$ cat src/rtl/spi_pkg.sv
// Shared SPI definitions: FSM states, default idle word and counter sizing.
package spi_pkg;

  typedef enum logic {
    IDLE   = 1'b0,
    ACTIVE = 1'b1
  } spi_state_e;

  localparam logic [7:0] TX_IDLE_DEFAULT = 8'hFF;

  // Number of bits needed to hold values 0 .. value-1 (call with WIDTH+1 to count 0..WIDTH).
  function automatic int clog2(input int value);
    int res;
    res = 0;
    for (int i = 0; i < 31; i++) begin
      if ((1 << i) < value) res = i + 1;
    end
    return res;
  endfunction

endpackage

$ cat src/rtl/sync_edge.sv
// Multi-flop synchroniser for an asynchronous pin with single-cycle rise/fall pulses.
module sync_edge #(
  parameter int   STAGES  = 2,
  parameter logic RST_VAL = 1'b1
) (
  input  logic clk,
  input  logic rst,
  input  logic din,
  output logic rise,
  output logic fall
);

  logic [STAGES-1:0] sync_p;
  logic              level_q;

  // Synchroniser chain plus one delayed copy of its output for edge detection.
  always_ff @(posedge clk) begin
    if (rst) begin
      sync_p  <= {STAGES{RST_VAL}};
      level_q <= RST_VAL;
    end else begin
      sync_p  <= {sync_p[STAGES-2:0], din};
      level_q <= sync_p[STAGES-1];
    end
  end

  assign rise = sync_p[STAGES-1] & ~level_q;
  assign fall = ~sync_p[STAGES-1] & level_q;

endmodule

$ cat src/rtl/spi_responder.sv
// SPI mode-0 responder: oversampled sclk/cs_n/mosi, MSB-first, back-to-back words per selection.
module spi_responder
  import spi_pkg::*;
#(
  parameter int                DATA_W  = 8,
  parameter int                STAGES  = 2,
  parameter logic [DATA_W-1:0] TX_IDLE = DATA_W'(TX_IDLE_DEFAULT)
) (
  input  logic              clk,
  input  logic              rst,
  input  logic              sclk,
  input  logic              cs_n,
  input  logic              mosi,
  output logic              miso,
  output logic              miso_oe,
  input  logic [DATA_W-1:0] tx_data,
  input  logic              tx_valid,
  output logic              tx_ready,
  output logic [DATA_W-1:0] rx_data,
  output logic              rx_valid,
  input  logic              rx_ready,
  output logic              overrun,
  output logic              underrun,
  output logic              busy
);

  localparam int             BCW      = clog2(DATA_W + 1);
  localparam logic [BCW-1:0] LAST_BIT = BCW'(DATA_W - 1);

  logic              sclk_rise, sclk_fall;
  logic              cs_rise, cs_fall;
  logic [STAGES-1:0] mosi_p;
  logic              mosi_s;

  spi_state_e        state_q, state_d;
  logic [BCW-1:0]    bit_cnt_q;
  logic              got_bit_q;
  logic              full_q;
  logic [DATA_W-1:0] txbuf_q;
  logic [DATA_W-1:0] shifter_q;
  logic [DATA_W-2:0] rxshift_q;

  logic              word_start;
  logic              shift_en;
  logic              bit_en;
  logic              word_done;

  sync_edge #(.STAGES(STAGES), .RST_VAL(1'b1)) u_sclk_sync (
    .clk  (clk),
    .rst  (rst),
    .din  (sclk),
    .rise (sclk_rise),
    .fall (sclk_fall)
  );

  sync_edge #(.STAGES(STAGES), .RST_VAL(1'b1)) u_cs_sync (
    .clk  (clk),
    .rst  (rst),
    .din  (cs_n),
    .rise (cs_rise),
    .fall (cs_fall)
  );

  // mosi needs only the level; it lines up with the sclk edge pulse one flop later.
  always_ff @(posedge clk) begin
    if (rst) mosi_p <= {STAGES{1'b1}};
    else     mosi_p <= {mosi_p[STAGES-2:0], mosi};
  end

  assign mosi_s = mosi_p[STAGES-1];

  // Next state and per-cycle action strobes; cs_n edges outrank sclk edges.
  always_comb begin
    state_d    = state_q;
    word_start = 1'b0;
    shift_en   = 1'b0;
    bit_en     = 1'b0;
    case (state_q)
      IDLE: begin
        if (cs_fall) begin
          state_d    = ACTIVE;
          word_start = 1'b1;
        end
      end
      ACTIVE: begin
        if (cs_rise) begin
          state_d = IDLE;
        end else if (sclk_rise) begin
          bit_en = 1'b1;
        end else if (sclk_fall && got_bit_q) begin
          if (bit_cnt_q == '0) word_start = 1'b1;
          else                 shift_en   = 1'b1;
        end
      end
      default: state_d = IDLE;
    endcase
  end

  assign word_done = bit_en && (bit_cnt_q == LAST_BIT);

  // Control state: FSM, bit counter, buffer occupancy, RX handshake and event pulses.
  always_ff @(posedge clk) begin
    if (rst) begin
      state_q   <= IDLE;
      bit_cnt_q <= '0;
      got_bit_q <= 1'b0;
      full_q    <= 1'b0;
      rx_valid  <= 1'b0;
      rx_data   <= '0;
      overrun   <= 1'b0;
      underrun  <= 1'b0;
    end else begin
      state_q  <= state_d;
      overrun  <= 1'b0;
      underrun <= 1'b0;

      if (state_q == IDLE || cs_rise) begin
        bit_cnt_q <= '0;
        got_bit_q <= 1'b0;
      end else if (bit_en) begin
        got_bit_q <= 1'b1;
        bit_cnt_q <= word_done ? '0 : bit_cnt_q + 1'b1;
      end

      // A word start only consumes an already-full buffer, so it never races a handshake.
      if (word_start && full_q)       full_q <= 1'b0;
      else if (tx_valid && !full_q)   full_q <= 1'b1;

      if (word_start && !full_q) underrun <= 1'b1;

      if (word_done) begin
        if (!rx_valid || rx_ready) begin
          rx_data  <= {rxshift_q, mosi_s};
          rx_valid <= 1'b1;
        end else begin
          overrun <= 1'b1;
        end
      end else if (rx_valid && rx_ready) begin
        rx_valid <= 1'b0;
      end
    end
  end

  // Data registers: holding buffer, TX shifter and RX shifter (contents don't matter after reset).
  always_ff @(posedge clk) begin
    if (tx_valid && !full_q) txbuf_q <= tx_data;

    if (word_start)    shifter_q <= full_q ? txbuf_q : TX_IDLE;
    else if (shift_en) shifter_q <= {shifter_q[DATA_W-2:0], 1'b0};

    if (bit_en) rxshift_q <= {rxshift_q[DATA_W-3:0], mosi_s};
  end

  assign busy     = (state_q == ACTIVE);
  assign miso_oe  = busy;
  assign miso     = busy ? shifter_q[DATA_W-1] : 1'b1;
  assign tx_ready = ~full_q;

endmodule

$ cat config.mk
export PLATFORM = sky130hd
export DESIGN_NAME = spi_responder
export DESIGN_NICKNAME = d
export VERILOG_FILES = /design/src/rtl/spi_pkg.sv /design/src/rtl/sync_edge.sv /design/src/rtl/spi_responder.sv
export SDC_FILE = /design/constraint.sdc
export NUM_CORES = 1
export LEC_CHECK = 0
export ABC_AREA = 1
export CORE_MARGIN = 2
export CORE_UTILIZATION = 29
export DETAILED_ROUTE_END_ITERATION = 6
export SYNTH_ARGS = -nofsm -noshare
export SYNTH_HDL_FRONTEND = slang
export SYNTH_SLANG_ARGS = --single-unit
export TNS_END_PERCENT = 10
$ cat constraint.sdc
create_clock -name clk -period 2.14 [get_ports clk]
set_clock_uncertainty 0.1 [all_clocks]
set_input_delay 0.535 -clock clk [delete_from_list [all_inputs] [get_ports clk]]
set_output_delay 0.535 -clock clk [all_outputs]
set_load 0.02 [all_outputs]
==> metrics <==
worst endpoint data arrival time=1360 ps; Final period util=93.4%; Setup Total Neg Slack=0 ps; Critical Path Source Type=register; Post-CTS Setup Inserts=0; power per cell area=667 nW/um2; Mapped Cells=199; Setup Crit Path Kind=reg2out; Cell Area, Synth=1990 um2; final hold violation count=0; Max Cap Violations=0; Final Instance Area=2460 um2; die area=7540 um2; min-delay src=u_sclk_sync.sync_p[0]; Crit. Startpoint=full_q; Cell variety after synth=31; WHS=314 ps; IO buf count=29; I/O pin count=30; Final WS setup=142 ps; die width=86.9 um; H-tree Lvls=2; most frequent cells in the layout=36 x inv_1, 34 x nand2_1, 29 x clkdlybuf4s50_1; Root Buffer=clkbuf_8; RSZ-0062 raised after global routing=false; commonest non-fill, non-tap cell in the layout=inv_1; Reg-to-Reg Start=bit_cnt_q[1]; core area=6720 um2; final setup fails=0; pre-CTS setup slack=266 ps; Initial DRC Count=61; outcome=finished clean; Core Util, Final=36.6%; total number of yosys warnings=0; later-pin clock latency in the skew report=300 ps; HPWL after DPL=2440 um; number of global-route vias before repair=1,232; largest net degree at the start of global routing=25; min Tclk post-route=2000 ps; TritonCTS clock tree=done; die height=86.9 um; Vias=1,311; clock sink total=49; relative slew slack=75.1%; Synth Register Bits=49; Reg clk slew, reported paths=80 ps; WP data required=1500 ps; Total GRT Usage=9.94%; fin nets=250; Avg Synthesized Cell Area=10.0 um2; peak supply drop=0.000255 V; Max Clk Rate=0.500 GHz; placed inst area=2370 um2; Detailed Routing Iterations Pass 1=4; RePlAce Congestion=0.742; Hold Buf Count CTS=0; Ant. Diodes=0; DR vias/cell=4.18; Seq/Total Area, Yosys=60.8%; Worst setup EP type=output port; Initial Util=29.6%; worst-path maximum fanout=5; Lkg Pwr=0.986 nW; antenna violations before repair=0; HP Class=reg2reg; Longest Clk Path Bufs=2; area growth from synthesis to layout=23.4%; worst slew pin tran=372 ps; Resized cells post-CTS=0; grt ovf=0; first-pass GRT wire length=5750 um; share of layout cells above drive strength 1=15.0%; routed len/inst=10.6 um; syn_nets=216; # rows=30; final routed DRC violation total=0; max-slew violations=0; Antenna Nets Post-Route=0; final WL=3330 um; total CTS buffers=5
-- critical path, cell delays in order (launching register included) --
cell and delay (ps):
dfxtp_1 360, inv_1 100, clkdlybuf4s50_1 600
-- final timing paths --
| kind | cells after the start | slack [ps] | endpoint |
|---|---|---|---|
| setup reg to reg | 5 | 610 | overrun |
| setup / recovery | 2 | 140 | tx_ready |
| hold reg to reg | 1 | 310 | u_sclk_sync.sync_p[1] |
| hold / removal | 1 | 310 | u_sclk_sync.sync_p[1] |
-- logic make-up after synthesis --
kind of cell,Yosys count,synth area share (%)
buffers and inverters,43,8.86
and+or+nand+nor,88,22.4
DFF,49,60.8
xor gates and xnor gates,1,0.440
adders and majority gates,2,1.26
AOI/OAI and AO/OA,16,6.22
-- Yosys cell counts, drive strengths merged --
library cell / count / area share [%]
dfxtp: 26 / 26
o31ai: 1 / 0.38
inv: 36 / 6.8
clkbuf: 2 / 0.38
xor2: 1 / 0.44
buf: 4 / 1.5
nand3: 5 / 1.9
ha: 2 / 1.3
a21oi: 4 / 1.0
nand4: 8 / 2.5
nand2: 38 / 8.2
nor2: 28 / 6.6
nor3: 2 / 0.75
o21a: 1 / 0.38
clkinv: 1 / 0.19
edfxtp: 23 / 35
nand3b: 1 / 0.57
o21ai: 9 / 4.1
a31oi: 1 / 0.31
or2: 6 / 1.9
-- flip-flops by register name, indices dropped and copies added (netlist names) --
register             cells
busy                     1
u_cs_sync.level_q        1
rx_data                  8
mosi_p                   2
bit_cnt_q                4
u_sclk_sync.sync_p       2
u_sclk_sync.level_q      1
rxshift_q                7
overrun                  1
underrun                 1
got_bit_q                1
rx_valid                 1
txbuf_q                  8
u_cs_sync.sync_p         2
shifter_q                8
full_q                   1
-- layer usage --
metal | GRT usage, % | part of all wire [%] | vias to the layer above
li1 | - | - | 692
met1 | 14.3 | 51 | 573
met2 | 13.6 | 41 | 36
met3 | 2.65 | 5.0 | 10
met4 | 5.11 | 2.8 | 0
met5 | 0 | 0 | -
-- power by group --
group	switching [W]	total, W	internal [W]
logic	0.0000544	0.000108	0.0000538
clock network	0.000295	0.000516	0.000221
registers	0.0000104	0.00101	0.00100
-- layout make-up --
class	instances	area (um2)
clock inverter	3	12.5
sequential	49	1210
clock buffer	5	68.8
timing repair buffer	33	320
multi-input combinational	107	603
fill	677	4260
tap	80	100
inverter	37	139
-- per-stage QoR --
| step | instances | power [W] |
|---|---|---|
| after global placement | 306 | 0.00114 |
| after global routing | 314 | 0.00172 |
| after CTS | 314 | 0.00166 |
| after detailed placement | 306 | 0.00115 |
| after floorplan | 199 | 0.00109 |
| final | 314 | 0.00164 |
(Power assumes the default switching activity.)
